===== src/rtl/centroid_pkg.sv =====
// Shared definitions for the centroid block: default accumulator width,
// coordinate width and the result FSM states.
package centroid_pkg;

  localparam int ACC_W_DEF = 32;
  localparam int COORD_W   = 12;

  typedef enum logic [1:0] {
    IDLE   = 2'd0,
    LATCH  = 2'd1,
    DIV    = 2'd2,
    UPDATE = 2'd3
  } state_t;

endpackage


===== src/rtl/centroid_calc_div.sv =====
// Restoring unsigned divider, one quotient bit per cycle; done pulses
// exactly ACC_W cycles after start.
module seq_divider
  import centroid_pkg::*;
#(
  parameter int ACC_W = ACC_W_DEF
) (
  input  logic             clk,
  input  logic             rst_n,
  input  logic             start,
  input  logic [ACC_W-1:0] dividend,
  input  logic [ACC_W-1:0] divisor,
  output logic [ACC_W-1:0] quotient,
  output logic             done
);

  localparam int CNT_W = $clog2(ACC_W + 1);

  logic [ACC_W-1:0] rem_r;
  logic [ACC_W-1:0] quo_r;
  logic [ACC_W-1:0] dsr_r;
  logic [CNT_W-1:0] cnt_r;
  logic             busy_r;
  logic             done_r;
  logic [ACC_W:0]   shift_s;
  logic             fits_s;
  logic [ACC_W-1:0] rem_next_s;

  // Trial subtraction of the divisor from the shifted partial remainder
  always_comb begin
    shift_s    = {rem_r, quo_r[ACC_W-1]};
    fits_s     = (shift_s >= {1'b0, dsr_r});
    rem_next_s = shift_s[ACC_W-1:0];
    if (fits_s) begin
      rem_next_s = shift_s[ACC_W-1:0] - dsr_r;
    end else begin
      rem_next_s = shift_s[ACC_W-1:0];
    end
  end

  // Iteration registers: load on start, then shift one bit per cycle
  always_ff @(posedge clk or negedge rst_n) begin
    if (!rst_n) begin
      rem_r  <= '0;
      quo_r  <= '0;
      dsr_r  <= '0;
      cnt_r  <= '0;
      busy_r <= 1'b0;
      done_r <= 1'b0;
    end else if (start) begin
      rem_r  <= '0;
      quo_r  <= dividend;
      dsr_r  <= divisor;
      cnt_r  <= CNT_W'(ACC_W);
      busy_r <= 1'b1;
      done_r <= 1'b0;
    end else if (busy_r) begin
      rem_r  <= rem_next_s;
      quo_r  <= {quo_r[ACC_W-2:0], fits_s};
      cnt_r  <= cnt_r - CNT_W'(1);
      busy_r <= (cnt_r != CNT_W'(1));
      done_r <= (cnt_r == CNT_W'(1));
    end else begin
      done_r <= 1'b0;
    end
  end

  assign quotient = quo_r;
  assign done     = done_r;

endmodule


===== src/rtl/centroid_calc.sv =====
// Binary-mask centroid: moment accumulation per frame, division at vsync,
// 1-based x/y held for the next frame. Define CENTROID_ROUND_EN for round-half-up.
module centroid_calc
  import centroid_pkg::*;
#(
  parameter int IMG_W = 64,
  parameter int IMG_H = 64,
  parameter int ACC_W = ACC_W_DEF
) (
  input  logic         clk,
  input  logic         rst_n,
  input  logic         de,
  input  logic         hsync,
  input  logic         vsync,
  input  logic [23:0]  pixel_in,
  output logic [11:0]  x,
  output logic [11:0]  y,
  output logic         valid,
  output logic         empty,
  output logic [23:0]  pixel_out,
  output logic         hsync_out,
  output logic         vsync_out,
  output logic         de_out
);

  state_t               state_r, state_next_s;
  logic                 p_vsync_r;
  logic                 vs_edge_s;
  logic [COORD_W-1:0]   pos_x_r, pos_y_r;
  logic                 ovf_r;
  logic                 acc_en_s;
  logic                 clear_s;
  logic [ACC_W-1:0]     m00_r, m10_r, m01_r;
  logic [ACC_W-1:0]     dvd_x_s, dvd_y_s;
  logic                 start_s;
  logic [ACC_W-1:0]     qx_s, qy_s;
  logic                 done_x_s, done_y_s;
  logic [COORD_W-1:0]   x_r, y_r;
  logic                 valid_r, empty_r;

  function automatic logic [COORD_W-1:0] clamp(input logic [ACC_W-1:0] q,
                                               input logic [ACC_W-1:0] lim);
    if (q > lim) return lim[COORD_W-1:0];
    else         return q[COORD_W-1:0];
  endfunction

  assign vs_edge_s = ~p_vsync_r & vsync;
  assign acc_en_s  = de & (|pixel_in) & ~ovf_r;
  // An edge outside IDLE still starts a fresh frame, dropping the old one
  assign clear_s   = (state_r == LATCH) | (vs_edge_s & (state_r != IDLE));
  assign start_s   = (state_r == LATCH) & (m00_r != '0);

`ifdef CENTROID_ROUND_EN
  assign dvd_x_s = m10_r + (m00_r >> 1);
  assign dvd_y_s = m01_r + (m00_r >> 1);
`else
  assign dvd_x_s = m10_r;
  assign dvd_y_s = m01_r;
`endif

  // Pixel position tracking with line overflow and vsync resync
  always_ff @(posedge clk or negedge rst_n) begin
    if (!rst_n) begin
      p_vsync_r <= 1'b0;
      pos_x_r   <= COORD_W'(1);
      pos_y_r   <= COORD_W'(1);
      ovf_r     <= 1'b0;
    end else begin
      p_vsync_r <= vsync;
      if (vs_edge_s) begin
        pos_x_r <= COORD_W'(1);
        pos_y_r <= COORD_W'(1);
        ovf_r   <= 1'b0;
      end else if (de) begin
        if (pos_x_r == COORD_W'(IMG_W)) begin
          pos_x_r <= COORD_W'(1);
          if (pos_y_r == COORD_W'(IMG_H)) ovf_r <= 1'b1;
          else pos_y_r <= pos_y_r + COORD_W'(1);
        end else begin
          pos_x_r <= pos_x_r + COORD_W'(1);
        end
      end
    end
  end

  // Moment accumulators; a clearing cycle seeds them with its own pixel
  always_ff @(posedge clk or negedge rst_n) begin
    if (!rst_n) begin
      m00_r <= '0;
      m10_r <= '0;
      m01_r <= '0;
    end else if (clear_s) begin
      m00_r <= acc_en_s ? ACC_W'(1) : '0;
      m10_r <= acc_en_s ? ACC_W'(pos_x_r) : '0;
      m01_r <= acc_en_s ? ACC_W'(pos_y_r) : '0;
    end else if (acc_en_s) begin
      m00_r <= m00_r + ACC_W'(1);
      m10_r <= m10_r + ACC_W'(pos_x_r);
      m01_r <= m01_r + ACC_W'(pos_y_r);
    end
  end

  seq_divider #(.ACC_W(ACC_W)) u_div_x (
    .clk(clk), .rst_n(rst_n), .start(start_s), .dividend(dvd_x_s),
    .divisor(m00_r), .quotient(qx_s), .done(done_x_s)
  );

  seq_divider #(.ACC_W(ACC_W)) u_div_y (
    .clk(clk), .rst_n(rst_n), .start(start_s), .dividend(dvd_y_s),
    .divisor(m00_r), .quotient(qy_s), .done(done_y_s)
  );

  // FSM state register
  always_ff @(posedge clk or negedge rst_n) begin
    if (!rst_n) state_r <= IDLE;
    else        state_r <= state_next_s;
  end

  // FSM next-state logic
  always_comb begin
    state_next_s = state_r;
    case (state_r)
      IDLE:    if (vs_edge_s) state_next_s = LATCH; else state_next_s = IDLE;
      LATCH:   if (m00_r == '0) state_next_s = IDLE; else state_next_s = DIV;
      DIV:     if (done_x_s & done_y_s) state_next_s = UPDATE; else state_next_s = DIV;
      UPDATE:  state_next_s = IDLE;
      default: state_next_s = IDLE;
    endcase
  end

  // Result registers; x/y and valid load together so valid is high in UPDATE
  always_ff @(posedge clk or negedge rst_n) begin
    if (!rst_n) begin
      x_r     <= '0;
      y_r     <= '0;
      valid_r <= 1'b0;
      empty_r <= 1'b1;
    end else begin
      valid_r <= 1'b0;
      case (state_r)
        LATCH: empty_r <= (m00_r == '0);
        DIV: begin
          if (done_x_s & done_y_s) begin
            x_r     <= clamp(qx_s, ACC_W'(IMG_W));
            y_r     <= clamp(qy_s, ACC_W'(IMG_H));
            valid_r <= 1'b1;
          end
        end
        default: valid_r <= 1'b0;
      endcase
    end
  end

  assign x     = x_r;
  assign y     = y_r;
  assign valid = valid_r;
  assign empty = empty_r;

  assign pixel_out = pixel_in;
  assign hsync_out = hsync;
  assign vsync_out = vsync;
  assign de_out    = de;

endmodule


===== config.mk =====
export PLATFORM = sky130hd
export DESIGN_NAME = centroid_calc
export DESIGN_NICKNAME = d
export VERILOG_FILES = /design/src/rtl/centroid_pkg.sv /design/src/rtl/centroid_calc_div.sv /design/src/rtl/centroid_calc.sv
export SDC_FILE = /design/constraint.sdc
export NUM_CORES = 1
export LEC_CHECK = 0
export CAP_MARGIN = 0
export CORE_MARGIN = 1.5
export CORE_UTILIZATION = 38
export DETAILED_ROUTE_END_ITERATION = 8
export SETUP_SLACK_MARGIN = 0.4
export SLEW_MARGIN = 10
export SYNTH_ARGS = -nofsm -noshare
export SYNTH_HDL_FRONTEND = slang
export SYNTH_SLANG_ARGS = --single-unit

===== constraint.sdc =====
create_clock -name clk -period 5.2 [get_ports clk]
set_input_delay 1.3 -clock clk [delete_from_list [all_inputs] [get_ports clk]]
set_output_delay 1.3 -clock clk [all_outputs]
set_load 0.01 [all_outputs]

Word level (Yosys, flattened, before mapping)
Cells that the tools add are included.
{ "op_classes": {"addsub": 9, "mul": 0, "n_div": 0, "magnitude_cmp": 4, "n_eq_ne": 10, "shifts": 0, "n_mux": 50, "bitwise_logic": 9, "reduce_logical": 14} }
{ "ops": {"columns": ["op", "count"], "rows": [
  ["$mux 32", 16],
  ["$mux 12", 11],
  ["$ge 33x32->1", 2],
  ["$add 32x12->32", 2],
  ["$gt 32x7->1 const B", 2],
  ["$sub 32x32->32", 2],
  ["$add 32x1->32 const B", 1],
  ["$logic_not 32->1", 1],
  ["$reduce_bool 32->1", 1],
  ["$add 12x1->12 const B", 2],
  ["$eq 12x7->1 const B", 2],
  ["$mux 6", 4],
  ["$reduce_or 24->1", 1],
  ["$mux 1", 17],
  ["$reduce_bool 2->1", 7],
  ["$eq 6x1->1 const B", 2],
  ["$ne 6x1->1 const B", 2],
  ["$sub 6x1->6 const B", 2],
  ["$pmux 2 s4", 1],
  ["$and 1x1->1", 6],
  ["$reduce_and 3->1", 2],
  ["$eq 2x2->1 const B", 2],
  ["$eq 2x1->1 const B", 1],
  ["$logic_not 2->1", 1],
  ["other kinds (5)", 6]
]} }
{ "totals": {"reg_bits": 326, "latch_bits": 0, "ramBits": 0, "mem_bits_ro": 0, "input_bits": 29, "output_inout_bits": 53, "word_cells": 119, "mem_count": 0} }

Depth between registers and ports, before layout
Gate-level depths: netlist of the first run.
{ "depth": {"word_depth": 5, "ltp_mapped": 14, "depth_no_buf": 12} }

Cells and area by module
From an unflattened synthesis of the first run, not the netlist that was laid out.
{ "hier_totals": {"cells_unflattened": 2466, "hier_area_um2": 22003.6} }
{ "modules_own_cells": {"columns": ["mod", "instances", "cells_each", "area_each_um2", "seq_area_each_um2"], "rows": [
  ["seq_divider", 2, 759, 6656.4, 2602.5],
  ["centroid_calc", 1, 948, 8690.8, 3757.4]
]} }

Worst setup path before layout of the first run
Ideal clock, no wire load.
{ "synth_path": {"kind": "input port to flip-flop", "startpoint": "in de", "endpoint": "reg m10_r[28], in the netlist dvd_x_s[28]", "setup_time_ps": 132, "arrival_ps": 2956, "required_ps": 5068, "setup_slack_ps": 2112, "path_stages": 11, "n_path_buf": 3, "path_cell_list": "buf_2 > nor2b_1 > o21a_1 > buf_2 > nand3_1 > nor2_1 > nand3_1 > clkbuf_1 > nor3b_1 > xnor2_1 > nor2_1"} }
{ "synth_via": {"elab_chain_len": 3} }
{ "synth_rtl": {"columns": ["element", "line_no", "text"], "rows": [
  ["from (decl)", "centroid_calc.sv:12", "input logic de,"],
  ["$and 1x1->1 (2 in series)", "centroid_calc.sv:48", "assign acc_en_s = de & (|pixel_in) & ~ovf_r;"],
  ["$reduce_bool 2->1 (no source line)", null, null],
  ["to (signal assigned)", "centroid_calc.sv:94", "m10_r <= acc_en_s ? ACC_W'(pos_x_r) : '0;"],
  ["to (signal assigned)", "centroid_calc.sv:98", "m10_r <= m10_r + ACC_W'(pos_x_r);"],
  ["to (decl)", "centroid_calc.sv:33", "logic [ACC_W-1:0] m00_r, m10_r, m01_r;"]
]} }
No other way between the ends.
A chain may end at the register's enable or synchronous reset.

Final worst setup path of the first run
{ "layout_path": {"startpoint": "in de", "endpoint": "out de_out"} }
{ "layout_rtl": {"columns": ["element", "line_no", "text"], "rows": [
  ["to (decl)", "centroid_calc.sv:23", "output logic de_out"]
]} }
No word-level cell between the ends.

==> flow_metrics.py, run 1 <==
metrics = {
    "status": {
        "status": "finished clean",
    },
    "worst_setup_path": {
        "cp-endpoint": "de_out",
        "crit_type": "input port to output port",
        "crit_start": "de",
        "path_delay_family": "buffers and inverters",
        "path_depth": 2,
        "worst_r2r_endpoint": "u_div_y.rem_r[26]$_DFFE_PN0P_",
        "rr_worst_depth": 11,
        "r2r_start": "u_div_x.dsr_r[0]$_DFFE_PN0P_",
        "crit_path_start_kind": "input port",
        "critPathMaxFanout": 11,
        "cp_num_buf_inv": 2,
        "rrSetupSlack_ns": 1.48,
        "end_kind": "output port",
        "required_ns": 3.90,
        "arrival_ns": 2.59,
        "path_cells": "clkdlybuf4s50_1 -> clkdlybuf4s50_1",
        "slowest_delay_ns": 0.67,
        "crit_path_frequent_cell": "clkdlybuf4s50_1",
        "slowest_stage": "clkdlybuf4s50_1",
    },
    "cts": {
        "ctsHoldBuffers": 0,
        "cts_sinks": 326,
        "cts_resized": 0,
        "clock_latency_ns": 0.57,
        "clockBufferDepth": 3,
        "numCtsBuffers": 38,
        "clkTransAtPathRegs_ns": 0.06,
        "root_buffer": "clkbuf_16",
        "post_cts.repair.setup_buffers": 0,
        "cts-htree-levels": 2,
        "cts_tree": "built",
    },
    "pwr": {
        "p_per_area_nw_per_um2": 538,
        "p_leak_uw": 0.00964,
        "ir_drop_mv": 0.256,
    },
    "cells_and_area": {
        "multi_input_area_um2": 10900,
        "layout.nets": 2385,
        "seq_area_um2": 8170,
        "fin_area_um2": 22500,
        "num_antenna_cells": 0,
        "drive_above_1_share_pct": 5.34,
        "syn_to_final_growth_pct": 12.5,
        "fill_cells": 5030,
    },
    "route": {
        "drcViolationCount": 0,
        "totalWireLength_um": 49700,
        "drtIter0Drc": 1107,
        "num_vias": 16200,
        "viasPerCell": 5.47,
        "ant_nets": 0,
        "routedWlPerCell_um": 16.8,
        "firstDrtPassIters": 5,
    },
    "logic_synthesis": {
        "synth.distinct_cells": 80,
        "synth_largest_area_cell": "dfrtp_1",
        "ys_ff_latch": 326,
        "synth.area.top_cells": "dfrtp_1 40%, ha_1 6.1%, o21ai_0 5.1%",
        "postSynthAreaPerCell_um2": 8.85,
        "synth_top_area_share_pct": 40.5,
        "seq_area_frac_synth_pct": 40.9,
        "syn_area_um2": 20000,
        "async_flop_share_pct": 100,
        "synth_warnings": 0,
        "synth_enable_flop_cells": 0,
        "syn_nets": 2388,
        "synth_ff_type": "dfrtp_1",
        "synthCells": 2257,
    },
    "timing": {
        "tns_ns": 0,
        "worstMarginPinSlew_ns": 1.16,
        "slew_headroom_pct": 22.6,
        "rsz0062_at_grt": "false",
        "hold_violations": 0,
        "setup_viol": 0,
        "fin_worst_skew_ns": 0.0256,
        "period_needed_ns": 3.89,
        "slew_violations": 0,
        "timing.fmax_mhz": 257,
        "timing.final.crit_share_pct": 74.7,
    },
    "grt": {
        "grt_usage_pct": 18.5,
        "grt_pass1_wl_um": 81800,
        "grt_pass1_vias": 15700,
        "overflow": 0,
        "antenna_found_initial": 0,
        "grt_max_degree": 112,
    },
    "die": {
        "dieArea_um2": 53900,
        "core_area_um2": 51600,
        "io_pins": 82,
        "die_w_um": 232,
        "die_h_um": 232,
        "rows": 83,
        "start_util_pct": 38.7,
    },
    "run": {
        "max-cap-violations": 0,
    },
    "hold_path": {
        "hold_path.class": "flop to flop",
        "holdPathStages": 1,
    },
    "placed_design": {
        "dp_hpwl_um": 34700,
        "gp_congestion": 0.858,
        "port_buffers": 79,
        "placed_area_um2": 21200,
    },
}
-- cell families after synthesis --
group                      count (synthesis)  synth area share [%]
and+or+nand+nor                          793                  18.7
DFF                                      326                  40.9
buffers and inverters                    218                  4.77
adders and majority gates                102                  6.54
xor gates and xnor gates                 153                  6.71
muxes                                     85                  4.29
AOI/OAI and AO/OA                        580                  18.1
-- worst reg2reg max path, stage by stage (launching register included) --
cell and delay, ns:
dfrtp_1 0.48, ha_1 0.26, fa_1 0.40, nand2b_1 0.19, a21oi_1 0.31, o41ai_4 0.19, o2111a_1 0.31, o31ai_1 0.64
nand3_1 0.15, nor2_1 0.13, mux2_2 0.35, a211oi_1 0.23
-- power breakdown --
| part | internal [µW] | switching, µW | total [µW] |
|---|---|---|---|
| Combinational | 2410 | 3300 | 5710 |
| Sequential | 3060 | 542 | 3600 |
| Clock | 1630 | 1150 | 2770 |
-- how the worst min path moves through the flow --
stage / start / to / slack [ns]
finish: y[8]$_DFFE_PN0P_ / y[8]$_DFFE_PN0P_ / 0.48
global route: y[8]$_DFFE_PN0P_ / y[8]$_DFFE_PN0P_ / 0.51
CTS: y[10]$_DFFE_PN0P_ / y[10]$_DFFE_PN0P_ / 0.49
detailed placement: x[8]$_DFFE_PN0P_ / x[8]$_DFFE_PN0P_ / 0.47
global placement: x[9]$_DFFE_PN0P_ / x[9]$_DFFE_PN0P_ / 0.47
floorplan: state_r[0]$_DFF_PN0_ / state_r[0]$_DFF_PN0_ / 0.45
-- stage by stage --
stage	total power [µW]	worst slack, ns	instances	utilization [%]	hold WS (ns)
floorplan	8070	2.11	2257	-	0.447
global placement	9190	1.05	2894	41.0	0.468
detailed placement	9320	1.05	2894	41.0	0.470
CTS	12200	1.31	2964	43.5	0.487
global route	13100	1.25	2964	43.5	0.507
finish	12100	1.31	2964	43.5	0.482
-- state kept, by name (all words and copies together), names as in the netlist, 6 cells and up, named ones only --
register	cells
dvd_x_s	32
dvd_y_s	32
m00_r	32
pos_x_r	12
pos_y_r	12
u_div_x.cnt_r	6
u_div_x.dsr_r	32
u_div_x.quotient	32
u_div_x.rem_r	32
u_div_y.cnt_r	6
u_div_y.quotient	32
u_div_y.rem_r	32
x	12
y	12
-- layout make-up --
class                   count  share of cell area, %
multi-input cells        1713                   48.4
flip-flops and latches    326                   36.4
clock buffers              51                   4.81
repair buffers            101                   4.50
well taps                 680                   3.79
inverters                  74                   1.24
clock inverters            19                  0.919
-- synth_stat cells, types with 5 or more instances --
library cell,n
mux2_2,5
nand4_1,37
nor2b_1,20
inv_1,74
nor2_1,241
nor3b_1,13
a22o_1,14
buf_2,14
o21ai_0,202
a31oi_1,11
a41oi_1,8
a21oi_1,164
dfrtp_1,323
nor3_1,47
nand2b_1,19
xor2_1,66
nor4_1,31
and4_1,11
clkbuf_1,94
o31ai_1,8
buf_1,5
mux2i_1,80
buf_4,31
nand3_1,67
or3_1,14
ha_1,98
and2_1,15
a21o_1,36
and3_1,27
a21boi_0,5
a211oi_1,42
o21bai_1,10
a221o_1,5
o211ai_1,13
o21a_1,13
nand2_1,229
xnor2_1,87
-- routing by layer --
metal / vias up / GRT usage, % / wire (µm)
met1: 7883 / 25.2 / 23700
met3: 75 / 2.26 / 1560
met4: 0 / 5.30 / 1140
met5: - / 0 / 0
met2: 243 / 30.9 / 23300
li1: 8000 / - / -
-- layout by cell type, fill, tap and decap left out, types with 37 or more instances in the layout --
cell type / instances
a21oi_1: 164
xnor2_1: 87
xor2_1: 66
dfrtp_1: 321
nand4_1: 37
nor3_1: 47
ha_1: 98
nand3_1: 67
clkbuf_16: 39
nor2_1: 241
inv_1: 74
clkdlybuf4s50_1: 78
nand2_1: 229
mux2i_1: 80
a211oi_1: 42
o21ai_0: 201
(Power assumes the default switching activity.)
==> run 2: changes to the inputs <==
- clock period: 5.2 -> 3.95 ns (I/O delays scaled with it)
==> flow_metrics.py, run 2 (synthesis gave the netlist of run 1 again) <==
metrics = {
    "status": {
        "status": "finished clean",
    },
    "route": {
        "totalWireLength_um": 50500,
        "firstDrtPassIters": 5,
        "viasPerCell": 5.46,
        "drtIter0Drc": 1103,
        "drcViolationCount": 0,
        "routedWlPerCell_um": 16.9,
        "ant_nets": 0,
        "num_vias": 16300,
    },
    "cts": {
        "clkTransAtPathRegs_ns": 0.06,
        "clockBufferDepth": 3,
        "clock_latency_ns": 0.58,
        "ctsHoldBuffers": 0,
        "post_cts.repair.setup_buffers": 0,
        "numCtsBuffers": 39,
        "root_buffer": "clkbuf_16",
        "cts_tree": "built",
        "cts_sinks": 326,
        "cts-htree-levels": 2,
    },
    "timing": {
        "hold_violations": 0,
        "period_needed_ns": 3.33,
        "setup_viol": 0,
        "worstMarginPinSlew_ns": 0.961,
        "slew_violations": 0,
        "tns_ns": 0,
        "rsz0062_at_grt": "false",
        "fin_worst_skew_ns": 0.0300,
        "timing.fmax_mhz": 300,
        "timing.final.crit_share_pct": 84.3,
        "slew_headroom_pct": 35.9,
    },
    "worst_setup_path": {
        "worst_r2r_endpoint": "u_div_y.rem_r[26]$_DFFE_PN0P_",
        "end_kind": "flop",
        "critPathMaxFanout": 6,
        "crit_type": "flop to flop",
        "rrSetupSlack_ns": 0.62,
        "required_ns": 4.43,
        "crit_start": "u_div_x.dsr_r[0]$_DFFE_PN0P_",
        "arrival_ns": 3.81,
        "rr_worst_depth": 12,
        "r2r_start": "u_div_x.dsr_r[0]$_DFFE_PN0P_",
        "crit_path_start_kind": "flop",
    },
    "pwr": {
        "p_leak_uw": 0.00976,
        "p_comb_share_pct": 46.9,
        "p_seq_share_pct": 30.4,
        "p_int_uw": 9450,
        "p_sw_uw": 6600,
        "p_clk_share_pct": 22.7,
        "switching_share_pct": 41.1,
        "p_per_area_nw_per_um2": 707,
        "ir_drop_mv": 0.349,
    },
    "placed_design": {
        "port_buffers": 79,
        "dp_hpwl_um": 35600,
        "gp_congestion": 0.874,
        "dp_cells": 2914,
        "placed_area_um2": 21400,
    },
    "grt": {
        "grt_max_degree": 104,
        "antenna_found_initial": 0,
        "grt_pass1_wl_um": 83400,
        "grt_usage_pct": 19.0,
        "overflow": 0,
        "grt_pass1_vias": 15900,
    },
    "hold_path": {
        "hold_path.class": "input port to async pin",
    },
    "die": {
        "start_util_pct": 38.7,
        "dieArea_um2": 53900,
        "rows": 83,
        "die_w_um": 232,
        "die_h_um": 232,
        "core_area_um2": 51600,
        "io_pins": 82,
    },
    "cells_and_area": {
        "syn_to_final_growth_pct": 13.7,
        "fin_area_um2": 22700,
        "final_cell_mix": "321 x dfrtp_1, 241 x nor2_1, 229 x nand2_1",
        "layout.nets": 2406,
        "instances_no_fill": 2984,
        "utilization_pct": 44.0,
        "drive_above_1_share_pct": 6.12,
        "layout_commonest_cell": "dfrtp_1",
        "num_antenna_cells": 0,
        "fill_cells": 4986,
    },
    "run": {
        "max-cap-violations": 0,
    },
}
==> run 2: how the worst max path moves through the flow <==
stage          cells after the start                             to  slack, ns
3_5_place_dp                       9        dvd_x_s[27]$_DFFE_PN0P_       0.15
5_1_grt                           12  u_div_y.rem_r[26]$_DFFE_PN0P_       0.42
2_1_floorplan                     12  u_div_y.rem_r[26]$_DFFE_PN0P_       0.93
4_1_cts                           12  u_div_y.rem_r[26]$_DFFE_PN0P_       0.52
3_3_place_gp                       9        dvd_x_s[27]$_DFFE_PN0P_       0.15
6_report                          12  u_div_y.rem_r[26]$_DFFE_PN0P_       0.62
==> run 2: metal layers <==
layer  routed length [µm]  track usage (%)
met3                 1830             2.54
met1                24100             26.2
met4                 1150             5.88
met5                    0                0
met2                23400             30.7
==> run 2: cell type report <==
class	instances	area, µm²	area share, %
well taps	680	851	3.75
flip-flops and latches	326	8170	36.0
clock buffers	59	1150	5.07
inverters	74	278	1.22
repair buffers	121	1220	5.39
clock inverters	11	156	0.689
multi-input cells	1713	10900	47.9
==> run 2: through the flow <==
step	power [µW]	setup slack (ns)	hold WS, ns
finish	16100	0.619	0.459
global route	17400	0.422	0.496
CTS	16100	0.522	0.486
detailed placement	12400	0.154	0.474
global placement	12200	0.152	0.469
floorplan	10600	0.934	0.447
==> run 2: timing repair <==
| action | CTS | global route |
|---|---|---|
| gates resized for setup | 0 | 3 |
| setup endpoints to repair | 0 | 4 |
| hold endpoints to repair | 0 | 0 |
==> run 2: critical path, cell delays in order, from the launching register on <==
cell and delay (ns):
dfrtp_1 0.46, ha_1 0.25, fa_1 0.41, nand2b_1 0.19, a21oi_2 0.23, o41ai_4 0.16, o2111a_1 0.31, o31ai_1 0.28
buf_4 0.18, nand3_1 0.09, nor2_1 0.11, mux2_2 0.35, a211oi_1 0.23
==> run 2: power groups by stage <==
stage,Clock [µW],Combinational [µW],Sequential [µW]
after floorplan,0,6140,4480
after global placement,0,7290,4910
after detailed placement,0,7450,4920
after CTS,3760,7500,4880
after global routing,3890,8490,5000
final,3650,7530,4870
